<file path="config.mk">
export PLATFORM = sky130hd
export DESIGN_NAME = fsqrt_arbiter
export DESIGN_NICKNAME = d
export VERILOG_FILES = /design/src/rtl/fsqrt_arbiter.sv
export SDC_FILE = /design/constraint.sdc
export NUM_CORES = 1
export LEC_CHECK = 0
export ABC_AREA = 1
export BUFFER_PORTS_ARGS = -buffer_cell sky130_fd_sc_hd__buf_2
export CELL_PAD_IN_SITES_DETAIL_PLACEMENT = 1
export CELL_PAD_IN_SITES_GLOBAL_PLACEMENT = 1
export CORE_MARGIN = 2
export CORE_UTILIZATION = 36
export DETAILED_ROUTE_END_ITERATION = 12
export PLACE_DENSITY_LB_ADDON = 0.1
export RECOVER_POWER = 50
export SLEW_MARGIN = 40
export SYNTH_ARGS = -nofsm -noshare
export SYNTH_HDL_FRONTEND = slang
export SYNTH_SLANG_ARGS = --single-unit
</file>
<file path="constraint.sdc">
create_clock -name clk -period 12.6 [get_ports clk]
set_input_delay 0 -clock clk [delete_from_list [all_inputs] [get_ports clk]]
set_output_delay 0 -clock clk [all_outputs]
set_load 0.1 [all_outputs]
</file>
<file path="src/rtl/fsqrt_arbiter.sv">
// Round-robin front end for a shared, unstallable fixed-latency fsqrt pipe.
// Tracks slot ownership alongside the pipe and steers each result into its requester's response register.
module fsqrt_arbiter #(
  parameter int NREQ = 4,
  parameter int LAT  = 3,
  parameter int IDW  = 2
) (
  input  logic                 clk,
  input  logic                 rst,
  input  logic [NREQ-1:0]      req_valid,
  output logic [NREQ-1:0]      req_ready,
  input  logic [32*NREQ-1:0]   req_x,
  output logic [NREQ-1:0]      rsp_valid,
  input  logic [NREQ-1:0]      rsp_ready,
  output logic [32*NREQ-1:0]   rsp_y,
  output logic [31:0]          sq_x,
  input  logic [31:0]          sq_y,
  output logic                 idle
);

  logic [NREQ-1:0] w_busy;
  logic [NREQ-1:0] w_elig;
  logic [NREQ-1:0] w_grant;
  logic [IDW-1:0]  w_gid;
  logic [IDW-1:0]  w_idx;
  logic            w_gnt_any;
  logic [31:0]     w_req_x [NREQ];

  logic [IDW-1:0]  r_rr_ptr;
  logic [LAT-1:0]  r_trk_vld;
  logic [IDW-1:0]  r_trk_id [LAT];

  logic            w_wb_vld;
  logic [IDW-1:0]  w_wb_id;

  assign w_elig = req_valid & ~w_busy;

  // Rotating priority: the requester just after the last winner is searched first.
  always_comb begin
    w_gnt_any = 1'b0;
    w_gid     = '0;
    w_idx     = '0;
    for (int k = 1; k <= NREQ; k++) begin
      w_idx = IDW'((int'(r_rr_ptr) + k) % NREQ);
      if (!w_gnt_any && w_elig[w_idx]) begin
        w_gnt_any = 1'b1;
        w_gid     = w_idx;
      end
    end
    if (rst) begin
      w_gnt_any = 1'b0;
    end
  end

  assign w_grant   = w_gnt_any ? (NREQ'(1) << w_gid) : '0;
  assign req_ready = w_grant;
  assign sq_x      = w_gnt_any ? w_req_x[w_gid] : 32'h0;

  always_ff @(posedge clk or posedge rst) begin
    if (rst) begin
      r_rr_ptr  <= IDW'(NREQ - 1);
      r_trk_vld <= '0;
    end else begin
      r_trk_vld[0] <= w_gnt_any;
      for (int k = 1; k < LAT; k++) begin
        r_trk_vld[k] <= r_trk_vld[k-1];
      end
      if (w_gnt_any) begin
        r_rr_ptr <= w_gid;
      end
    end
  end

  // Owner ids only matter when the matching valid bit is set, so they need no reset.
  always_ff @(posedge clk) begin
    r_trk_id[0] <= w_gid;
    for (int k = 1; k < LAT; k++) begin
      r_trk_id[k] <= r_trk_id[k-1];
    end
  end

  assign w_wb_vld = r_trk_vld[LAT-1];
  assign w_wb_id  = r_trk_id[LAT-1];

  for (genvar gi = 0; gi < NREQ; gi++) begin : g_req
    logic        r_busy;
    logic        r_valid;
    logic [31:0] r_y;
    logic        w_rsp_hs;
    logic        w_wb_hit;

    assign w_req_x[gi] = req_x[32*gi +: 32];
    assign w_rsp_hs    = r_valid & rsp_ready[gi];
    assign w_wb_hit    = w_wb_vld && (w_wb_id == IDW'(gi));

    // busy spans issue through consumption, so a writeback never finds r_valid set.
    always_ff @(posedge clk or posedge rst) begin
      if (rst) begin
        r_busy  <= 1'b0;
        r_valid <= 1'b0;
        r_y     <= '0;
      end else begin
        if (w_wb_hit) begin
          r_valid <= 1'b1;
          r_y     <= sq_y;
        end else if (w_rsp_hs) begin
          r_valid <= 1'b0;
        end
        if (w_grant[gi]) begin
          r_busy <= 1'b1;
        end else if (w_rsp_hs) begin
          r_busy <= 1'b0;
        end
      end
    end

    assign w_busy[gi]        = r_busy;
    assign rsp_valid[gi]     = r_valid;
    assign rsp_y[32*gi +: 32] = r_y;
  end

  assign idle = ~|w_busy;

endmodule
</file>
==> metrics <==
Final period util=38.44%; Slowest cell on crit path=clkinvlp_2; Setup TNS=0 ps; final slew viol count=roughly 140; Antenna Nets Post-Route=0; clk_skew=7.389 ps; hold slack=around 330 ps; DR vias/cell=4.804; count of input and output buffers=338; Netlist cell types=29; Slew @ Worst Pin=roughly 3300 ps; length of routed met3 wiring=about 1700 um; largest net degree at the start of global routing=75; Ys Warns=0; min Tclk post-route=between 4000 and 5000 ps; fmax=206.5 MHz; Area Growth Syn to Fin=35.46%; Met1 Wirelength=between 10,000 and 15,000 um; DP HPWL=17,700 um; Gate Count Post-Synth=a little under 900; met2 WL=~12,000 um; number of global-route vias before repair=~7,500; H-tree depth=4; synthesized net count=about 1,100; Slew HR=-120.9%; Max-Cap Viols=2; CTS clk-pin slew, worst paths=roughly 60 ps; Hold/Removal Path Class=reg2reg; Setup CP Type=in2out; number of fill cells=2,552; Mean Syn Cell Area=slightly above 8 um2; CP required=roughly 13,000 ps; antenna violations before repair=1; final setup fails=0; RD Place Congestion=between 0.8 and 0.9; family with the most delay on the worst path=buffers and inverters; Sequential Area=roughly 3700 um2; Critical Path AT=between 4000 and 5000 ps; Vias=just over 7,000; NumNets Final=about 1,400; Clock Latency Late Sink=about 420 ps; Critical Path Fanout Max=74; failing checks=capacitance limit, slew limit; synthesized area=roughly 7200 um2; residual DRC count=0; die height=145.7 um; Core Util, Final=49.97%; die width=between 100 and 150 um; Critical Path, Cell by Cell=dlygate4sd3_1, buf_2, clkinvlp_2, nand2_2, buf_4, nor2_1, buf_2; hold violation count in the final report=0; clock tree buffer depth=2; core area=roughly 20,000 um2; Total GRT Usage=23.17%; area taken by multi-input logic gates=3028 um2; share of cells above drive strength 1=between 20% and 30%; CP peak stage delay=about 2400 ps; Iter 0 DRT Violations=299; DIE AREA=around 21,000 um2; clk sink count=~150; crit path buf inv count=5; IO Count=about 340; total wire length=24,580 um; most common cell type on the critical path=buf_2; Root Buffer=clkbuf_16; initial core utilization=36.89%; crit path capture type=output port; std cell rows=between 50 and 60; routed length per instance=~16 um; first-pass GRT wire length=approximately 40,000 um; uppermost layer routed=met4; post-cts sizing count=0; CTS tree=built; status=finished, violations left; post-synthesis sequential area ratio=between 50% and 60%; CTS Buf Count=17; number of synthesized register bits=around 150; RSZ-0062 raised after global routing=no; DRT Pass-1 Iters=4; Startpoint Class=input pin; remaining global-route overflow=0
[final cells by class]
cell class / instances / share of cell area (%)
Antenna cell: 1 / 0.02556
Tap cell: 265 / 3.387
Inverter: 51 / 1.994
Clock buffer: 21 / 4.703
Multi-Input combinational cell: 624 / 30.93
Clock inverter: 11 / 1.291
Timing Repair Buffer: 386 / 20.37
Sequential cell: 147 / 37.30
[layout by cell type (no fill, tap or decap)]
| cell | n |
|---|---|
| dlygate4sd3_1 | 37 |
| nand2_4 | 1 |
| dfrtp_1 | 139 |
| buf_2 | 206 |
| inv_6 | 3 |
| a21oi_1 | 8 |
| clkinvlp_2 | 1 |
| clkbuf_8 | 2 |
| o21ai_1 | 1 |
| nor3_1 | 1 |
| bufinv_16 | 2 |
| o21ai_4 | 1 |
| nor2_4 | 1 |
| nor4_1 | 1 |
| dfstp_2 | 2 |
| buf_6 | 1 |
| or2_1 | 3 |
| inv_1 | 46 |
| o21ai_0 | 134 |
| clkinvlp_4 | 4 |
| clkinv_2 | 2 |
| a21oi_2 | 28 |
| nand2_1 | 343 |
| nand3_2 | 40 |
| nor2_1 | 6 |
| diode_2 | 1 |
| nand2_2 | 4 |
| nand3_1 | 50 |
| clkbuf_1 | 135 |
| inv_4 | 1 |
| or2_2 | 1 |
| dfxtp_1 | 6 |
| clkbuf_16 | 17 |
| buf_4 | 7 |
| inv_2 | 3 |
| buf_8 | 2 |
| nand4_1 | 1 |
[cell usage after synthesis (all sizes together)]
master / number / area, um2
a21oi: 36 / 285.3
buf: 36 / 269.0
clkbuf: 26 / 97.59
dfrtp: 139 / 3478
dfstp: 2 / 52.55
dfxtp: 6 / 120.1
inv: 51 / 193.9
nand2: 348 / 1321
nand3: 90 / 640.6
nand4: 1 / 6.260
nor2: 7 / 33.78
nor3: 1 / 5.000
nor4: 1 / 6.260
o21ai: 136 / 691.9
or2: 4 / 25.03
[state kept, by name, summed over array words and instances (netlist names)]
signal and count:
g_req.r_busy 4, g_req.r_y 128, r_trk_vld 3, g_req.r_valid 4, r_rr_ptr 2, r_trk_id 6
[final timing paths]
kind	from	end	slack, ps	depth (start not counted)
setup / recovery	rst	req_ready[1]	7760	7
max in group asynchronous	rst	g_req[1].r_y[11]	9850	4
hold reg to reg	r_trk_id[0][1]	r_trk_id[0][3]	330	0
setup reg to reg	r_rr_ptr[0]	g_req[1].r_busy	9390	13
min in group asynchronous	rst	g_req[3].r_y[22]	1100	3
hold / removal	r_trk_id[0][1]	r_trk_id[0][3]	330	0
[what timing repair did]
action | CTS | global route
hold buffers | 37 | 0
setup buffers | 0 | 0
hold endpoints to repair | 204 | 0
endpoints found under the setup margin | 0 | 0
[layer usage]
metal  vias up  track usage (%)
met3        31            6.238
met5         -                0
met2       246            39.32
li1       3535                -
met4         0            7.157
met1      3423            28.87
[cell families after synthesis]
kind of cell,after synthesis,share of synthesized area [%]
buf+inv,113,7.756
compound gates,172,13.52
simple gates,452,28.20
flops,147,50.52
[through the flow]
step,cells,setup WS (ps),instance area [um2]
detailed placement,1436,8980,9012
floorplan,884,7026,7227
finish,1506,7757,9789
global route,1506,6961,9789
CTS,1505,8509,9970
global placement,1434,9060,8979
Power is left out: the tool's default activity adds up to more than one toggle a clock period on the data nets, which glitch-free logic cannot reach.
